File: src/rtl/decode_stage.sv
// MIPS ID stage: decode, register-file operand capture, load-use stall and flush into the ID/EX register.
// Optional macro DECODE_STALL_COUNTER_EN enables a saturating stall counter on perf_stall_cnt.
module decode_stage #(
  parameter logic [31:0] NOP_INSTR = 32'h0000_0000
) (
  input  logic        clk,
  input  logic        rst,
  input  logic        if_valid,
  input  logic [31:0] if_instr,
  input  logic [31:0] if_pc,
  output logic        id_stall,
  input  logic        flush,
  input  logic        ex_ready,
  output logic [4:0]  rf_read1_addr,
  output logic [4:0]  rf_read2_addr,
  input  logic [31:0] rf_data1,
  input  logic [31:0] rf_data2,
  output logic        ex_valid,
  output logic [31:0] ex_pc,
  output logic [31:0] ex_instr,
  output logic [31:0] ex_rs_val,
  output logic [31:0] ex_rt_val,
  output logic [4:0]  ex_rs_addr,
  output logic [4:0]  ex_rt_addr,
  output logic [31:0] ex_imm,
  output logic [4:0]  ex_dest,
  output logic [3:0]  ex_alu_op,
  output logic        ex_alu_src_imm,
  output logic [2:0]  ex_ctrl,
  output logic        ex_is_load,
  output logic        ex_is_store,
  output logic        ex_illegal,
  output logic [31:0] perf_stall_cnt
);

  typedef struct packed {
    logic        valid;
    logic [31:0] pc;
    logic [31:0] instr;
    logic [31:0] rs_val;
    logic [31:0] rt_val;
    logic [31:0] imm;
    logic [4:0]  rs_addr;
    logic [4:0]  rt_addr;
    logic [4:0]  dest;
    logic [3:0]  alu_op;
    logic        alu_src_imm;
    logic [2:0]  ctrl;
    logic        is_load;
    logic        is_store;
    logic        illegal;
  } id_ex_t;

  typedef enum logic {RUN, STALL} state_t;

  function automatic id_ex_t bubble();
    id_ex_t b;
    b       = '0;
    b.instr = NOP_INSTR;
    return b;
  endfunction

  function automatic logic [31:0] sext16(input logic [15:0] v);
    return {{16{v[15]}}, v};
  endfunction

  function automatic logic [31:0] zext16(input logic [15:0] v);
    return {16'h0, v};
  endfunction

  logic [5:0]  op_p0, fn_p0;
  logic [4:0]  rs_p0, rt_p0, rd_p0;
  logic [4:0]  dest_p0;
  logic [31:0] imm_p0;
  logic [3:0]  alu_op_p0;
  logic        src_imm_p0, is_load_p0, is_store_p0, illegal_p0;
  logic [2:0]  ctrl_p0;
  logic        uses_rs_p0, uses_rt_p0;
  logic        load_hz, hz_en;
  id_ex_t      dec_p0, ex_p1;
  state_t      state, state_nxt;

  assign op_p0 = if_instr[31:26];
  assign rs_p0 = if_instr[25:21];
  assign rt_p0 = if_instr[20:16];
  assign rd_p0 = if_instr[15:11];
  assign fn_p0 = if_instr[5:0];

  assign rf_read1_addr = rs_p0;
  assign rf_read2_addr = rt_p0;

  // Stage p0: combinational decode of the instruction sitting in ID
  always_comb begin
    dest_p0     = 5'd0;
    imm_p0      = sext16(if_instr[15:0]);
    alu_op_p0   = 4'd0;
    src_imm_p0  = 1'b0;
    ctrl_p0     = 3'd0;
    is_load_p0  = 1'b0;
    is_store_p0 = 1'b0;
    illegal_p0  = 1'b0;
    uses_rs_p0  = 1'b1;
    uses_rt_p0  = 1'b0;
    case (op_p0)
      6'h00: begin
        uses_rt_p0 = 1'b1;
        dest_p0    = rd_p0;
        case (fn_p0)
          6'h21: alu_op_p0 = 4'd0;
          6'h23: alu_op_p0 = 4'd1;
          6'h24: alu_op_p0 = 4'd2;
          6'h25: alu_op_p0 = 4'd3;
          6'h26: alu_op_p0 = 4'd4;
          6'h27: alu_op_p0 = 4'd5;
          6'h2A: alu_op_p0 = 4'd6;
          6'h2B: alu_op_p0 = 4'd7;
          6'h00, 6'h02, 6'h03: begin
            alu_op_p0  = (fn_p0 == 6'h00) ? 4'd8 : (fn_p0 == 6'h02) ? 4'd9 : 4'd10;
            imm_p0     = {27'h0, if_instr[10:6]};
            uses_rs_p0 = 1'b0;
          end
          6'h08: begin
            ctrl_p0 = 3'd5;
            dest_p0 = 5'd0;
          end
          default: begin
            illegal_p0 = 1'b1;
            dest_p0    = 5'd0;
          end
        endcase
      end
      6'h09: begin alu_op_p0 = 4'd0; src_imm_p0 = 1'b1; dest_p0 = rt_p0; end
      6'h0A: begin alu_op_p0 = 4'd6; src_imm_p0 = 1'b1; dest_p0 = rt_p0; end
      6'h0B: begin alu_op_p0 = 4'd7; src_imm_p0 = 1'b1; dest_p0 = rt_p0; end
      6'h0C: begin alu_op_p0 = 4'd2; src_imm_p0 = 1'b1; dest_p0 = rt_p0; imm_p0 = zext16(if_instr[15:0]); end
      6'h0D: begin alu_op_p0 = 4'd3; src_imm_p0 = 1'b1; dest_p0 = rt_p0; imm_p0 = zext16(if_instr[15:0]); end
      6'h0E: begin alu_op_p0 = 4'd4; src_imm_p0 = 1'b1; dest_p0 = rt_p0; imm_p0 = zext16(if_instr[15:0]); end
      6'h0F: begin
        alu_op_p0  = 4'd11;
        src_imm_p0 = 1'b1;
        dest_p0    = rt_p0;
        imm_p0     = {if_instr[15:0], 16'h0};
        uses_rs_p0 = 1'b0;
      end
      6'h23: begin is_load_p0 = 1'b1; src_imm_p0 = 1'b1; dest_p0 = rt_p0; end
      6'h2B: begin is_store_p0 = 1'b1; src_imm_p0 = 1'b1; uses_rt_p0 = 1'b1; end
      6'h04: begin ctrl_p0 = 3'd1; alu_op_p0 = 4'd1; uses_rt_p0 = 1'b1; end
      6'h05: begin ctrl_p0 = 3'd2; alu_op_p0 = 4'd1; uses_rt_p0 = 1'b1; end
      6'h02, 6'h03: begin
        ctrl_p0    = (op_p0 == 6'h02) ? 3'd3 : 3'd4;
        dest_p0    = (op_p0 == 6'h02) ? 5'd0 : 5'd31;
        imm_p0     = {6'h0, if_instr[25:0]};
        uses_rs_p0 = 1'b0;
      end
      default: illegal_p0 = 1'b1;
    endcase
  end

  always_comb begin
    dec_p0             = '0;
    dec_p0.valid       = 1'b1;
    dec_p0.pc          = if_pc;
    dec_p0.instr       = if_instr;
    dec_p0.rs_val      = rf_data1;
    dec_p0.rt_val      = rf_data2;
    dec_p0.imm         = imm_p0;
    dec_p0.rs_addr     = uses_rs_p0 ? rs_p0 : 5'd0;
    dec_p0.rt_addr     = uses_rt_p0 ? rt_p0 : 5'd0;
    dec_p0.dest        = dest_p0;
    dec_p0.alu_op      = alu_op_p0;
    dec_p0.alu_src_imm = src_imm_p0;
    dec_p0.ctrl        = ctrl_p0;
    dec_p0.is_load     = is_load_p0;
    dec_p0.is_store    = is_store_p0;
    dec_p0.illegal     = illegal_p0;
  end

  // In STALL the ID/EX register holds a bubble, so hazard detection is only meaningful in RUN
  assign load_hz = hz_en & ex_p1.valid & ex_p1.is_load & (ex_p1.dest != 5'd0) &
                   ((uses_rs_p0 & (ex_p1.dest == rs_p0)) | (uses_rt_p0 & (ex_p1.dest == rt_p0)));
  assign id_stall = if_valid & ~flush & (load_hz | ~ex_ready);

  always_ff @(posedge clk) begin
    if (rst) state <= RUN;
    else     state <= state_nxt;
  end

  always_comb begin
    state_nxt = state;
    case (state)
      RUN:     if (!flush && ex_ready && load_hz) state_nxt = STALL;
      STALL:   if (flush || ex_ready)             state_nxt = RUN;
      default: state_nxt = RUN;
    endcase
  end

  always_comb begin
    hz_en = (state == RUN);
  end

  // Stage p1: ID/EX pipeline register
  always_ff @(posedge clk) begin
    if (rst)                      ex_p1 <= bubble();
    else if (flush)               ex_p1 <= bubble();
    else if (!ex_ready)           ex_p1 <= ex_p1;
    else if (load_hz || !if_valid) ex_p1 <= bubble();
    else                          ex_p1 <= dec_p0;
  end

  assign ex_valid       = ex_p1.valid;
  assign ex_pc          = ex_p1.pc;
  assign ex_instr       = ex_p1.instr;
  assign ex_rs_val      = ex_p1.rs_val;
  assign ex_rt_val      = ex_p1.rt_val;
  assign ex_rs_addr     = ex_p1.rs_addr;
  assign ex_rt_addr     = ex_p1.rt_addr;
  assign ex_imm         = ex_p1.imm;
  assign ex_dest        = ex_p1.dest;
  assign ex_alu_op      = ex_p1.alu_op;
  assign ex_alu_src_imm = ex_p1.alu_src_imm;
  assign ex_ctrl        = ex_p1.ctrl;
  assign ex_is_load     = ex_p1.is_load;
  assign ex_is_store    = ex_p1.is_store;
  assign ex_illegal     = ex_p1.illegal;

`ifdef DECODE_STALL_COUNTER_EN
  function automatic logic [31:0] sat_inc(input logic [31:0] v);
    return (v == 32'hFFFF_FFFF) ? v : v + 32'd1;
  endfunction

  logic [31:0] stall_cnt;
  always_ff @(posedge clk) begin
    if (rst)           stall_cnt <= 32'd0;
    else if (id_stall) stall_cnt <= sat_inc(stall_cnt);
  end
  assign perf_stall_cnt = stall_cnt;
`else
  assign perf_stall_cnt = 32'h0;
`endif

endmodule

File: config.mk
export PLATFORM = sky130hd
export DESIGN_NAME = decode_stage
export DESIGN_NICKNAME = d
export VERILOG_FILES = /design/src/rtl/decode_stage.sv
export SDC_FILE = /design/constraint.sdc
export NUM_CORES = 1
export LEC_CHECK = 0
export ABC_AREA = 0
export BUFFER_PORTS_ARGS = -buffer_cell sky130_fd_sc_hd__clkbuf_2
export CORE_MARGIN = 10
export CORE_UTILIZATION = 49
export DETAILED_ROUTE_END_ITERATION = 10
export PLACE_DENSITY = 0.91
export SYNTH_ARGS = -nofsm -noshare
export SYNTH_HDL_FRONTEND = slang
export SYNTH_SLANG_ARGS = --single-unit
File: constraint.sdc
create_clock -name clk -period 4.7 [get_ports clk]
set_input_delay 0.47 -clock clk [delete_from_list [all_inputs] [get_ports clk]]
set_output_delay 0.47 -clock clk [all_outputs]
set_load 0.05 [all_outputs]
=== Yosys cells after proc, flatten, opt, wreduce, memory -nomap -nowiden ===
Cells that the tools add are included.

* Input port bits: 133
* Output and inout port bits: 230
* Flip-flop bits (word level): 188
* Logic and storage cells: 102

* Reductions and logical operators: 21
* Equality and inequality tests: 26
* Muxes and demuxes: 26
* Bitwise operators: 13

{| class="wikitable"
|+ Operators with widths
! kind !! count
|-
| 187-bit 2-to-1 mux || 1
|-
| 32-bit case mux with 4 select lines || 1
|-
| 4-bit case mux with 8 select lines || 2
|-
| 6-bit equality test (second input constant) || 10
|-
| 6-bit by 4-bit equality test with 1-bit output (second input constant) || 8
|-
| 32-bit 2-to-1 mux || 1
|-
| 6-bit by 2-bit equality test with 1-bit output (second input constant) || 4
|-
| 5-bit 2-to-1 mux || 4
|-
| 5-bit case mux with 3 select lines || 1
|-
| 13-bit OR reduction || 1
|-
| 6-bit by 3-bit equality test with 1-bit output (second input constant) || 2
|-
| 6-bit logical NOT || 2
|-
| 3-bit case mux with 4 select lines || 1
|-
| 12-bit OR reduction || 1
|-
| 11-bit OR reduction || 1
|-
| 5-bit equality test || 2
|-
| 3-bit OR reduction || 3
|-
| 9-bit OR reduction || 1
|-
| 1-bit bitwise AND || 8
|-
| 1-bit 2-to-1 mux || 8
|-
| 8-bit OR reduction || 1
|-
| 3-bit 2-to-1 mux || 2
|-
| 1-bit case mux with 2 select lines || 3
|-
| 2-bit OR reduction || 3
|-
| 8 further kinds || 15
|}

=== Longest topological paths before layout ===
* Depth after elaboration: 10
* Depth in mapped cells: 8
* Gate-level depth less buffers: 5

=== Worst setup path after synthesis ===
No wires, ideal clock.

* Path kind: flip-flop to output port
* Start point: register ex_p1 (netlist bit ex_dest[0])
* End point: output id_stall
* Data required time: 4.230 ns
* Buffers on the path: 0
* Setup slack: 1.463 ns
* Data arrival time: 2.767 ns
* Cell stages (with the launch flop): 6
* Cell sequence: dfxtp_1 or4_1 o2111ai_1 o41ai_1 a21oi_1 nor3b_1

* Longest elaborated chain between the ends: 6
* Elaborated cells between the ends (all ways): 10
* Classes of those cells: 2 x eq/ne; 7 x bitwise; 1 x reduce/logical

{| class="wikitable"
|+ RTL lines
! item !! RTL line !! source
|-
| start: declaration || 80 || <nowiki>id_ex_t dec_p0, ex_p1;</nowiki>
|-
| start signal: assignment || 203 || <nowiki>if (rst) ex_p1 <= bubble();</nowiki>
|-
| start signal: assignment || 204 || <nowiki>else if (flush) ex_p1 <= bubble();</nowiki>
|-
| start signal: assignment || 205 || <nowiki>else if (!ex_ready) ex_p1 <= ex_p1;</nowiki>
|-
| 5-bit equality test || 180 || <nowiki>((uses_rs_p0 & (ex_p1.dest == rs_p0)) | (uses_rt_p0 & (ex_p1.dest == rt_p0)));</nowiki>
|-
| 1-bit bitwise AND || 180 ||
|-
| 1-bit OR || 180 ||
|-
| 1-bit bitwise AND * || 179 || <nowiki>assign load_hz = hz_en & ex_p1.valid & ex_p1.is_load & (ex_p1.dest != 5'd0) &</nowiki>
|-
| 1-bit OR * || 181 || <nowiki>assign id_stall = if_valid & ~flush & (load_hz | ~ex_ready);</nowiki>
|-
| 1-bit bitwise AND * || 181 ||
|-
| end: declaration || 11 || <nowiki>output logic id_stall,</nowiki>
|}

Every way passes the cells marked *; elsewhere a longest branch is shown, timed or not.

=== Worst setup path in the final report ===
Ends and elaborated chain as after synthesis.

==> key figures <==
Run status
  – Status: completed

Power
  – VDD IR max: 248 uV
  – P_leak: 0.00436 uW
  – PwrDens: 383 nW/um2

STA
  – Tcrit/Tclk final: 68.4%
  – Post-route clock skew: 0.00864 ns
  – Max-slew headroom: 23.9%
  – Fmax: 311 MHz
  – Crit path time final: 3.21 ns
  – Worst Max-Slew Pin Slew: 1.14 ns
  – Hold slack: 0.258 ns
  – RSZ-0062 raised after global routing: no
  – Setup-failing EPs final: 0
  – Sum Neg Setup Slack: 0 ns
  – Final hold violations: 0
  – PnR worst setup slack: 1.49 ns
  – Slew Viols, Final: 0

Logic synthesis
  – Number of flops mapped to enable cells by yosys: 0
  – FFs w/ async S/R, synth: 0%
  – Syn Inst Count: 647
  – Mapped cell area: 7210 um2
  – Main flop type after synthesis: dfxtp_1
  – Sequential element share of the synthesized area: 52.2%
  – Avg Cell Area, Syn: 11.1 um2
  – Distinct cells, synth: 53
  – #FFs+latches synth: 188
  – Ys Warns: 0

Die
  – Die H: 141 um
  – Chip width: 141 um
  – Die area: 20000 um2
  – Row count: 44
  – Io pins: 363
  – Initial Utilization: 49.8%
  – Core area: 14500 um2

CTS
  – Maximum buffer depth of the clock tree: 2
  – CTS tree: done
  – CTS Sinks: 188
  – Cts hold-fix bufs: 0
  – Setup Fix Bufs, Post-CTS: 0
  – Clk_lat worst skew: 0.42 ns
  – Total CTS buffers: 17
  – CTS resizes: 0
  – Worst-path clk slew: 0.07 ns
  – Root Driver: clkbuf_16
  – H-Tree Depth: 4

Routing
  – 1st-iter DRT viols: 465
  – Via count of the routed design: 6412
  – WL/cell: 21.2 um
  – Vias per inst: 5.66
  – WL final: 24000 um
  – Final ANT Viol Nets: 0
  – DRC: 0
  – DR pass1 iterations: 5

Global routing
  – First-pass GRT wire length: 35600 um
  – Tot GR Track Use: 22.2%
  – Initial antenna violation count: 2
  – Largest net degree at the start of global routing: 105
  – Vias in the first global route: 6359
  – Grt total ovfl: 0

Placement
  – Gpl congestion: 0.817
  – Pre-CTS worst setup slack: 1.73 ns
  – Detail Placement HPWL: 17800 um
  – Port Buffers: 330
  – Cell Area, Placed: 8600 um2
  – Placed Cells: 1098

Cells and area
  – Fillers: 1155
  – Post-route insts no fill: 1132
  – Area grow syn2layout: 27.7%
  – Design area: 9200 um2
  – Most frequent cells in the layout: clkbuf_2, dfxtp_1, a22o_1, a32o_1, conb_1
  – Most common cell after layout, fill and taps aside: clkbuf_2
  – Multi-input gate area: 2890 um2
  – Total Nets Final: 1066
  – Fraction of layout cells with a size suffix above 1: 39.6%
  – FF+latch area: 3760 um2

Worst setup path
  – CP endpoint kind: output port
  – Worst EP required: 4.23 ns
  – Worst Path Class, Setup: register to output port
  – Startpoint Class: register
  – Reg-to-reg setup timing slack: 2.00 ns
  – Crit. Startpoint: ex_dest[0]$_SDFFE_PP0P_
  – WP data arrival: 2.74 ns
  – Crit path max fanout: 8
  – Worst r2r src: ex_dest[0]$_SDFFE_PP0P_

Run
  – Max Cap Viol: 0

Worst hold path
  – Beginning of the worst hold path: rf_data2[12]
  – HP Class: input pin to register
[metrics by stage]
step | power (uW) | util (%)
2_1_floorplan | 2000 | -
3_3_place_gp | 2100 | 59.4
3_5_place_dp | 2110 | 59.4
4_1_cts | 3550 | 63.5
5_1_grt | 3640 | 63.6
6_report | 3520 | 63.6
[registers in the layout, indices dropped and copies added, names as in the netlist]
signal          flops
ex_alu_op           4
ex_instr           32
ex_pc              32
ex_imm             32
ex_illegal          1
ex_rs_val          32
ex_valid            1
ex_rt_val          32
ex_ctrl             3
state               1
ex_rt_addr          5
ex_alu_src_imm      1
ex_is_load          1
ex_is_store         1
ex_dest             5
ex_rs_addr          5
[logic make-up (layout without fill, tap and decap cells)]
group | after synthesis | after routing | share of synthesized area (%)
xor gates and xnor gates | 12 | 12 | 1.46
DFF | 188 | 188 | 52.2
AOI/OAI and AO/OA | 253 | 253 | 30.4
and+or+nand+nor | 87 | 87 | 6.32
other | 1 | 34 | 0.0520
buffers and inverters | 104 | 372 | 9.32
muxes | 2 | 2 | 0.278
[routing by layer]
metal | global-route usage [%] | wire length [um] | share of wire [%]
met1 | 25.4 | 9260 | 39
met2 | 36.7 | 12100 | 50
met3 | 8.78 | 2120 | 8.8
met4 | 8.04 | 519 | 2.2
met5 | 0 | 0 | 0
[power breakdown]
group / switching [uW] / internal, uW / total, uW
logic: 321 / 113 / 434
registers: 17.8 / 1620 / 1640
clock network: 638 / 810 / 1450
total: 977 / 2550 / 3520
[path summary, 6_finish.rpt]
| kind | endpoint | depth (start not counted) |
|---|---|---|
| worst max-delay path | id_stall | 6 |
| worst min-delay path | ex_rt_val[12]$_SDFFE_PP0P_ | 2 |
| worst max register to register | ex_imm[7]$_SDFFE_PP0P_ | 6 |
| worst min register to register | ex_imm[23]$_SDFFE_PP0P_ | 1 |
[critical path, cell delays in order (launching register included)]
cell and delay [ns]:
dfxtp_1 0.38, or4_1 0.58, o2111ai_1 0.32, o41ai_1 0.14, a21oi_1 0.52, nor3b_1 0.10, clkbuf_2 0.27
[Yosys cell counts, types with 8 or more instances]
cell      number  share of area [%]
buf_4         46                4.8
dfxtp_1      188                 52
o21ai_0       13               0.90
a21o_1         8               0.83
a32o_1        37                5.1
nand2_1       23                1.2
clkbuf_1      32                1.7
a221o_1       15                2.1
a21oi_1       11               0.76
buf_6         13                2.0
nor2_1        18               0.94
buf_2          9               0.62
a22o_1       149                 18
[final cells by class]
cell class	instances	area share (%)
inverter	4	0.163
tap	184	2.50
clock buffer	18	4.77
timing repair buffer	336	18.4
clock inverter	14	1.73
antenna	2	0.0544
multi-input combinational	386	31.4
sequential	188	40.9
(Power assumes the default switching activity.)
